`src/rtl/fifo_stream_reader.sv`:
```
// Read-side consumer for the dual-clock FIFO. Pops first-word-fall-through words,
// re-presents them as a registered valid/ready stream through a 2-entry skid buffer,
// frames them into packets of programmable length and counts completed packets.
module fifo_stream_reader #(
  parameter int unsigned DATA_WIDTH = 8,
  parameter int unsigned LEN_WIDTH  = 8,
  parameter int unsigned CNT_WIDTH  = 16
) (
  input  logic                  rd_clk,
  input  logic                  reset_n,
  input  logic                  enable,
  input  logic [LEN_WIDTH-1:0]  pkt_len,
  input  logic                  fifo_empty,
  input  logic [DATA_WIDTH-1:0] fifo_rd_data,
  output logic                  fifo_rd_en,
  output logic                  m_valid,
  input  logic                  m_ready,
  output logic [DATA_WIDTH-1:0] m_data,
  output logic                  m_last,
  output logic [CNT_WIDTH-1:0]  pkt_count,
  output logic                  busy
);

  typedef enum logic [1:0] {StEmpty, StOne, StTwo} buf_state_e;

  buf_state_e            state_q, state_d;
  logic                  out_valid_q, out_valid_d;
  logic [DATA_WIDTH-1:0] out_data_q, out_data_d;
  logic                  out_last_q, out_last_d;
  logic                  skid_valid_q, skid_valid_d;
  logic [DATA_WIDTH-1:0] skid_data_q, skid_data_d;
  logic                  skid_last_q, skid_last_d;
  logic [LEN_WIDTH-1:0]  word_cnt_q, word_cnt_d;
  logic [LEN_WIDTH-1:0]  len_q, len_d;
  logic [CNT_WIDTH-1:0]  pkt_count_q, pkt_count_d;

  logic                  pop;
  logic                  acc;
  logic [LEN_WIDTH-1:0]  len_new;
  logic [LEN_WIDTH-1:0]  len_eff;
  logic                  pop_last;

  // Never pop while the skid holds a word, so at most two words are ever buffered.
  assign pop = enable & ~fifo_empty & ~skid_valid_q;
  assign acc = out_valid_q & m_ready;

  // Packet framing: latch the length on the first pop and tag the final word.
  always_comb begin
    len_new    = (pkt_len == '0) ? LEN_WIDTH'(1) : pkt_len;
    len_eff    = (word_cnt_q == '0) ? len_new : len_q;
    pop_last   = (word_cnt_q == (len_eff - LEN_WIDTH'(1)));
    word_cnt_d = word_cnt_q;
    len_d      = len_q;
    if (pop) begin
      if (word_cnt_q == '0) begin
        len_d = len_new;
      end
      word_cnt_d = pop_last ? '0 : (word_cnt_q + LEN_WIDTH'(1));
    end
  end

  // Skid-buffer next state; the last bit travels alongside its data word.
  always_comb begin
    state_d     = state_q;
    out_data_d  = out_data_q;
    out_last_d  = out_last_q;
    skid_data_d = skid_data_q;
    skid_last_d = skid_last_q;
    unique case (state_q)
      StEmpty: begin
        if (pop) begin
          state_d    = StOne;
          out_data_d = fifo_rd_data;
          out_last_d = pop_last;
        end
      end
      StOne: begin
        if (pop && acc) begin
          out_data_d = fifo_rd_data;
          out_last_d = pop_last;
        end else if (pop) begin
          state_d     = StTwo;
          skid_data_d = fifo_rd_data;
          skid_last_d = pop_last;
        end else if (acc) begin
          state_d = StEmpty;
        end
      end
      StTwo: begin
        if (acc) begin
          state_d    = StOne;
          out_data_d = skid_data_q;
          out_last_d = skid_last_q;
        end
      end
      default: state_d = StEmpty;
    endcase
    out_valid_d  = (state_d != StEmpty);
    skid_valid_d = (state_d == StTwo);
  end

  // Completed-packet counter, wraps naturally.
  always_comb begin
    pkt_count_d = pkt_count_q + CNT_WIDTH'(acc && out_last_q);
  end

  // State registers; reset discards any buffered words.
  always_ff @(posedge rd_clk or negedge reset_n) begin
    if (!reset_n) begin
      state_q      <= StEmpty;
      out_valid_q  <= 1'b0;
      out_data_q   <= '0;
      out_last_q   <= 1'b0;
      skid_valid_q <= 1'b0;
      skid_data_q  <= '0;
      skid_last_q  <= 1'b0;
      word_cnt_q   <= '0;
      len_q        <= '0;
      pkt_count_q  <= '0;
    end else begin
      state_q      <= state_d;
      out_valid_q  <= out_valid_d;
      out_data_q   <= out_data_d;
      out_last_q   <= out_last_d;
      skid_valid_q <= skid_valid_d;
      skid_data_q  <= skid_data_d;
      skid_last_q  <= skid_last_d;
      word_cnt_q   <= word_cnt_d;
      len_q        <= len_d;
      pkt_count_q  <= pkt_count_d;
    end
  end

  assign fifo_rd_en = pop;
  assign m_valid    = out_valid_q;
  assign m_data     = out_data_q;
  assign m_last     = out_last_q;
  assign pkt_count  = pkt_count_q;
  assign busy       = out_valid_q | skid_valid_q | (word_cnt_q != '0);

endmodule

```
`config.mk`:
```
export PLATFORM = sky130hd
export DESIGN_NAME = fifo_stream_reader
export DESIGN_NICKNAME = d
export VERILOG_FILES = /design/src/rtl/fifo_stream_reader.sv
export SDC_FILE = /design/constraint.sdc
export NUM_CORES = 1
export LEC_CHECK = 0
export CAP_MARGIN = 25
export CORE_MARGIN = 3
export CORE_UTILIZATION = 57
export DETAILED_ROUTE_END_ITERATION = 10
export PLACE_DENSITY = 0.95
export SYNTH_ARGS = -nofsm -noshare
export SYNTH_HDL_FRONTEND = slang
export SYNTH_SLANG_ARGS = --single-unit
```
`constraint.sdc`:
```
create_clock -name rd_clk -period 7.84 [get_ports rd_clk]
set_input_delay 1.176 -clock rd_clk [delete_from_list [all_inputs] [get_ports rd_clk]]
set_output_delay 1.176 -clock rd_clk [all_outputs]
set_load 0.01 [all_outputs]
```
==> results_dict.tcl <==
set metrics [dict create \
    fin_tns_setup_ns 0 \
    hold_viol 0 \
    clockBufferDepth 2 \
    clk-insertion-delay-late_ns 0.32 \
    initial_core_util 0.602 \
    finalMaxSlewViolations 0 \
    drtAntennaViolNets 0 \
    antenna_found_initial 0 \
    wl_um 7080 \
    io_pins 49 \
    die_area_um2 5980 \
    crit_type "in2out" \
    placed_area_um2 3440 \
    reg2reg_slack_ns 3.98 \
    ctsResizeCount 0 \
    critPathMaxFanout 10 \
    first_pass_iters 4 \
    synth_seq_area_share 0.466 \
    grt_pass1_vias 2330 \
    maxSlewHeadroom 0.404 \
    synth_seq_cells 54 \
    dp_hpwl_um 5140 \
    rsz0062_at_grt "no" \
    ctsHtreeMaxLevel 2 \
    drive_above_1_share 0.113 \
    period_share 0.530 \
    nets 352 \
    synth.distinct_cells 57 \
    fin_skew_ns 0.0118 \
    power.density_nw_per_um2 340 \
    status "completed" \
    whs_path_depth 2 \
    cp.required_ns 6.66 \
    synth_top_area_cell "dfrtp_1" \
    grt_max_degree 55 \
    io_buffers 48 \
    die_w_um 77.3 \
    area_delta_synth_final_pct 22.5 \
    synth_nets 301 \
    timing.fmax_mhz 241 \
    synthCells 275 \
    drc 0 \
    grt_use_total 0.256 \
    overflow 0 \
    cts-root-buf "clkbuf_8" \
    ff2ff_path_depth 12 \
    setup_viol 0 \
    cp-end-kind "output port" \
    hold_path_class "reg2reg" \
    clk_pin_slew_ns 0.10 \
    dp_cells 386 \
    hold-path-endpoint "m_data[4]" \
    num_vias 2380 \
    r2r-end "word_cnt_q[7]" \
    cts_setup_buffers 0 \
    row_count 25 \
    syn_area_um2 2900 \
    peakVddDrop_mv 0.197 \
    cap_violations 0 \
    post_drt_via_cell_ratio 6.04 \
    critPathArrivalTime_ns 2.98 \
    start_kind "input port" \
    numCtsBuffers 5 \
    stdcell_count 394 \
    cts_sinks 54 \
    synth_edf_count 0 \
    cts_tree "built" \
    postSynthAreaPerCell_um2 10.5 \
    async_reset_ff_frac 1.00 \
    synthFlopType "dfrtp_1" \
    drt_iter0_markers 152 \
    core_um2 4820 \
    synth_area_leaders "dfrtp_1 47%, mux2_2 5.4%, xor2_1 3.9%" \
    synth_top_area_share 0.466 \
    place_congestion 0.912 \
    fin_area_um2 3550 \
    min-delay-start "m_data[4]" \
    fillers 340 \
    multiInputGateArea_um2 1480 \
    num_antenna_cells 0 \
    r2r_start "word_cnt_q[0]" \
    fin_crit_ns 4.16 \
    wl_per_cell_um 18.0 \
    grt_pass1_wl_um 12200 \
    yosysWarnings 0 \
    worst-slew-pin-transition_ns 0.887 \
    power.leakage_uw 0.00151 \
    die_h_um 77.3 \
    cts_hold_buf 0 \
    seq_area_um2 1350 \
]
[state kept, by name (all words and copies together), names as in the netlist]
| name | count |
|---|---|
| pkt_count | 16 |
| len_q | 8 |
| m_data | 8 |
| skid_data_q | 8 |
| word_cnt_q | 8 |
| state_q | 2 |
| m_last | 1 |
| m_valid | 1 |
| skid_last_q | 1 |
| skid_valid_q | 1 |
[worst max-delay path, stage by stage]
cell and delay [ns]:
clkdlybuf4s50_1 0.49, or3b_2 0.54, inv_2 0.20, clkdlybuf4s50_1 0.57
[area by class of cell]
class	count	share of cell area
inverter	7	0.00739
clock buffer	5	0.0194
timing repair buffer	51	0.140
sequential	54	0.380
multi-input combinational	207	0.415
clock inverter	3	0.0137
tap	67	0.0236
[synth_stat cells (2+ instances only)]
cell      number
nor4b_1        2
nor4_1         4
ha_1           5
nor3_1         5
a21oi_1       16
nand4_1        3
xnor2_1       12
a211oi_1       3
nand2_1       29
nand3_1       12
and3_1         7
o21ai_0       17
or3_1          5
xor2_1        13
o21bai_1       2
o21ai_1        2
nor3b_1        2
o22ai_1        2
mux2_2        14
inv_1          6
buf_6          2
nor2_1        10
dfrtp_1       54
clkbuf_1       3
a32oi_1        2
mux2i_1       10
nand2b_1       3
[logic make-up (layout without fill, tap and decap cells)]
family	Yosys count	in the layout	synth area share
muxes	25	25	0.0940
adders and majority gates	5	5	0.0216
and+or+nand+nor	91	91	0.175
buffers and inverters	14	66	0.0250
DFF	54	54	0.466
xor gates and xnor gates	25	25	0.0755
AOI/OAI and AO/OA	61	61	0.143
[metrics by stage]
stage          setup WS [ns]  hold slack [ns]   util  power, uW
2_1_floorplan           4.34            0.450      -        833
3_3_place_gp            3.50            0.463  0.713        982
3_5_place_dp            3.40            0.473  0.713       1000
4_1_cts                 3.70            0.496  0.738       1200
5_1_grt                 3.48            0.526  0.738       1280
6_report                3.68            0.492  0.738       1210
[metal layers]
layer | up-vias | wire length, um | share of wire | GRT usage
met2 | 84 | 3550 | 0.50 | 0.408
met3 | 14 | 323 | 0.046 | 0.0464
met5 | - | 0 | 0 | 0
met1 | 1174 | 3080 | 0.43 | 0.357
met4 | 0 | 129 | 0.018 | 0.0783
li1 | 1108 | - | - | -
[worst max path at each step]
stage          startpoint       endpoint
6_report           enable     fifo_rd_en
5_1_grt        pkt_len[3]  word_cnt_q[7]
4_1_cts            enable     fifo_rd_en
3_5_place_dp   pkt_len[4]  word_cnt_q[7]
3_3_place_gp   pkt_len[4]  word_cnt_q[7]
2_1_floorplan  pkt_len[4]  word_cnt_q[7]
[report_power, final]
part / switching (uW) / total [uW] / internal [uW]
clock network: 101 / 199 / 97.5
registers: 96.3 / 459 / 362
logic: 295 / 549 / 254
total: 493 / 1210 / 714
[layout by cell type, fill, tap and decap left out, types with 6 or more instances in the layout]
| cell type | synthesis | final |
|---|---|---|
| xor2_1 | 13 | 13 |
| nand2_1 | 29 | 29 |
| clkdlybuf4s50_1 | 0 | 47 |
| mux2_2 | 14 | 14 |
| xnor2_1 | 12 | 12 |
| nand3_1 | 12 | 12 |
| inv_1 | 6 | 6 |
| nor2_1 | 10 | 10 |
| mux2i_1 | 10 | 10 |
| dfrtp_1 | 54 | 54 |
| and3_1 | 7 | 7 |
| o21ai_0 | 17 | 17 |
| a21oi_1 | 16 | 16 |
(Power assumes the default switching activity.)
==> patch 1 (config.mk and constraints unchanged) <==
Encoding of `buf_state_e`: now one-hot (3 bits for 3 states).
--- a/src/rtl/fifo_stream_reader.sv
+++ b/src/rtl/fifo_stream_reader.sv
@@ -21,7 +21,7 @@
   output logic                  busy
 );
 
-  typedef enum logic [1:0] {StEmpty, StOne, StTwo} buf_state_e;
+  typedef enum logic [2:0] {StEmpty = 3'b001, StOne = 3'b010, StTwo = 3'b100} buf_state_e;
 
   buf_state_e            state_q, state_d;
   logic                  out_valid_q, out_valid_d;
Function: same outputs for any inputs over 10 cycles, from zero or initial values and one cycle with reset_n low; not proved beyond that.
==> patch 1 against the original RTL <==
Worst setup slack worse by 0.32 ns; power down 25%; sequential share of layout area up 0.88 points; cell area down 0.35%; global-route usage down 2.6 points; synthesized area up 1.6%; fmax down 7.1%; wire length down 10%; sequential cell count up 1; critical path type unchanged; largest cell class unchanged.
==> patch 1: results (changes against the original RTL) <==
Critical path
  • WP data arrival: 3.30 ns (was 2.98 ns)
  • Worst R2R End: word_cnt_q[1] (was word_cnt_q[7])
  • Slowest stage delay, CP: 0.63 ns (was 0.57 ns)

STA
  • Clock skew: 0.0101 ns (was 0.0118 ns)
  • Slew of the pin with the lowest slew margin: 0.912 ns (was 0.887 ns)
  • Hold_ws: 0.474 ns (was 0.492 ns)

Yosys
  • Synth Area in XOR/XNOR: 6.24% (was 7.55%)
  • Adder-cell share of the synthesized area: 2.12% (was 2.16%)
  • Multiplexer area fraction after synthesis: 9.77% (was 9.40%)
  • Yosys cell types: 55 (was 57)
  • Compound-gate portion of the synthesized area: 12.4% (was 14.3%)
  • Post-Syn Nets: 312 (was 301)
  • Synth top area cells: dfrtp_1 (46%), mux2_2 (5.4%), xnor2_1 (4.8%), mux2i_1 (4.4%), o21ai_0 (3.6%) (was dfrtp_1 (47%), mux2_2 (5.4%), xor2_1 (3.9%), nand2_1 (3.8%), xnor2_1 (3.6%))

Cells and area
  • Final net count: 354 (was 352)
  • Max reg flops: 16 (unchanged)
  • Share of cells above drive strength 1: 11.2% (was 11.3%)
  • Filler cell count: 356 (was 340)

Status
  • Outcome: complete, no violations (unchanged)

Place
  • Setup WS pre-CTS: 3.11 ns (was 3.40 ns)
  • Inst Count DP: 388 (was 386)
  • GPL Wtd Cong: 0.896 (was 0.912)
  • DP Wirelength: 4.54 mm (was 5.14 mm)

Global route
  • First-pass GRT wire length: 11.2 mm (was 12.2 mm)
  • Largest net degree at the start of global routing: 56 (was 55)
  • GRT Util Overall: 23.0% (was 25.6%)
  • Vias in the first global route: 2376 (was 2330)

Detailed routing
  • Via count: 2322 (was 2380)
  • DRT iter0 DRCs: 205 (was 152)

Worst hold path
  • Min-delay src: pkt_count[15] (was m_data[4])
  • Min-Delay Endpoint: pkt_count[15] (was m_data[4])
  • Cells on Worst Hold Path: 1 (was 2)

Pwr
  • LEAKAGE: 1.51 nW (about the same)
  • IR Drop Worst-Case VDD: 0.183 mV (was 0.197 mV)
[patch 1: worst max-delay path by stage]
stage               start             to  slack (ns)
6_report           enable     fifo_rd_en        3.37
2_1_floorplan  pkt_len[0]  word_cnt_q[2]        3.79
3_3_place_gp   pkt_len[0]  word_cnt_q[6]        3.18
4_1_cts            enable     fifo_rd_en        3.35
3_5_place_dp   pkt_len[0]  word_cnt_q[2]        3.11
5_1_grt        pkt_len[0]  word_cnt_q[1]        3.19
[patch 1: routing by layer]
layer | share of wire, % | up-vias | global-route usage (%)
met5 | 0 | - | 0
met4 | 2.2 | 0 | 8.39
met3 | 6.0 | 15 | 5.10
met2 | 49 | 82 | 39.6
met1 | 43 | 1116 | 28.5
li1 | - | 1109 | -
[patch 1: report_power, final]
part           leakage, nW  internal (mW)  total, mW  switching [mW]
Combinational        0.747          0.173      0.351           0.178
Sequential           0.716          0.335      0.387          0.0520
Clock               0.0485         0.0643      0.163          0.0984
[patch 1: cell families (layout without fill, tap and decap cells)]
| group | count (synthesis) | count (layout) |
|---|---|---|
| fa+ha+maj | 5 | 5 |
| mux | 27 | 27 |
| xor+xnor | 21 | 21 |
| buf+inv | 22 | 65 |
| simple gates | 106 | 106 |
| flops | 55 | 55 |
| compound gates | 50 | 50 |
[patch 1: critical path, delay by kind of cell]
family | cells | cell delay (ns)
simple gates | 1 | 0.60
buf+inv | 3 | 1.51
[patch 1: layout make-up]
cell class	count	share of cell area, %
Inverter	8	0.848
Clock inverter	3	0.636
Clock buffer	5	1.94
Multi-Input combinational cell	209	41.7
Sequential cell	55	38.9
Timing Repair Buffer	49	13.6
Tap cell	67	2.37
==> patch 2 (config.mk and constraints unchanged) <==
Without the edit above. Set the parameter `DATA_WIDTH` to 9 (it was 8).
--- a/src/rtl/fifo_stream_reader.sv
+++ b/src/rtl/fifo_stream_reader.sv
@@ -2,7 +2,7 @@
 // re-presents them as a registered valid/ready stream through a 2-entry skid buffer,
 // frames them into packets of programmable length and counts completed packets.
 module fifo_stream_reader #(
-  parameter int unsigned DATA_WIDTH = 8,
+  parameter int unsigned DATA_WIDTH = 9,
   parameter int unsigned LEN_WIDTH  = 8,
   parameter int unsigned CNT_WIDTH  = 16
 ) (
Ports: changed (resized fifo_rd_data and m_data); port bits go from 49 to 51. The function was not compared with the original's and may differ.
==> patch 2 against the original RTL <==
Cell area is 3.0% higher; wire length is 0.14% lower; synthesized cell count is 9.5% higher; worst setup slack worse by 0.10 ns; synthesized area is 4.8% higher; power is 15% lower; cell count is 4.8% higher; sequential cell count is 2 higher; largest cell class unchanged.
==> patch 2: results (changes against the original RTL) <==
Critical path
  • Worst path slowest cell: or3b_2 (was clkdlybuf4s50_1)
  • Worst R2R End: word_cnt_q[0] (was word_cnt_q[7])
  • Crit path max fanout: 20 (was 10)
  • Slowest stage delay, CP: 0.65 ns (was 0.57 ns)

STA
  • Slew of the pin with the lowest slew margin: 0.794 ns (was 0.887 ns)
  • Hold_ws: 0.471 ns (was 0.492 ns)
  • Clock skew: 0.0109 ns (was 0.0118 ns)

Detailed routing
  • Metal3 WL: 344 um (was 323 um)
  • Metal-1 WL: 2.98 mm (was 3.08 mm)
  • Met2 WL: 3.60 mm (was 3.55 mm)
  • Avg Vias per Cell: 6.01 (was 6.04)
  • Drt pass-1 iters: 8 (was 4)
  • DRT iter0 DRCs: 223 (was 152)

Place
  • PortBufs: 50 (was 48)
  • Inst Count DP: 405 (was 386)
  • DP Wirelength: 4.97 mm (was 5.14 mm)
  • Setup WS pre-CTS: 3.41 ns (was 3.40 ns)
  • GPL Wtd Cong: 0.891 (was 0.912)
  • Post-DP Area: 3560 um^2 (was 3440 um^2)

Cells and area
  • Fin cells: 413 (was 394)
  • Final net count: 372 (was 352)
  • Share of cells above drive strength 1: 11.0% (was 11.3%)

Global route
  • First-pass GRT wire length: 11.9 mm (was 12.2 mm)
  • Largest net degree at the start of global routing: 57 (was 55)
  • Met1 GRT Util: 30.9% (was 35.7%)
  • Vias in the first global route: 2490 (was 2330)
  • GRT Util Overall: 24.4% (was 25.6%)
  • GRT met3 Usage: 6.58% (was 4.64%)
  • Met2 GRT Util: 40.2% (was 40.8%)

Status
  • Outcome: complete, no violations (unchanged)

Pwr
  • IR Drop Worst-Case VDD: 0.199 mV (was 0.197 mV)
  • LEAKAGE: 1.60 nW (was 1.51 nW)
  • Logic pwr share: 39.1% (was 45.5%)
  • Clk power: 0.170 mW (was 0.199 mW)

Worst hold path
  • Min-Delay Endpoint: pkt_count[15] (was m_data[4])
  • Min-delay src: pkt_count[15] (was m_data[4])
  • Cells on Worst Hold Path: 1 (was 2)

Yosys
  • Post-Syn Nets: 328 (was 301)
  • Commonest cells post-synth: dfrtp_1 (56), nand2_1 (40), nor2_1 (16), o21ai_0 (16) (was dfrtp_1 (54), nand2_1 (29), o21ai_0 (17))
  • Synth top area cells: dfrtp_1 (46%), mux2_2 (5.2%), nand2_1 (4.9%), mux2i_1 (4.6%), xnor2_1 (3.7%) (was dfrtp_1 (47%), mux2_2 (5.4%), xor2_1 (3.9%), nand2_1 (3.8%), xnor2_1 (3.6%))
  • Syn_area_per_cell: 10.1 um^2 (was 10.5 um^2)
patch 2: cell types whose count changed in the layout (fill, tap and decap cells not counted), moves of 3 or more:
cell and delta:
mux2i_1 +4, o2111ai_1 +3, or4_1 +3, nand2_1 +11, xor2_1 -5, nor2_1 +6
nor4_1 -4, a21oi_1 -10, o21ai_1 +5, and2_1 +4
patch 2: final cells by class:
type / count / area [um^2]
timing repair buffer: 52 / 510
inverter: 7 / 26.3
sequential: 56 / 1400
clock buffer: 6 / 82.6
multi-input combinational: 223 / 1540
fill: 355 / 1280
clock inverter: 2 / 13.8
tap: 67 / 83.8
patch 2: cells by family after synthesis:
kind of cell | after synthesis | synth area share (%)
adders and majority gates | 5 | 2.06
xor gates and xnor gates | 21 | 6.05
muxes | 28 | 9.79
AOI/OAI and AO/OA | 58 | 12.5
buffers and inverters | 22 | 3.17
DFF | 56 | 46.1
and+or+nand+nor | 111 | 20.4
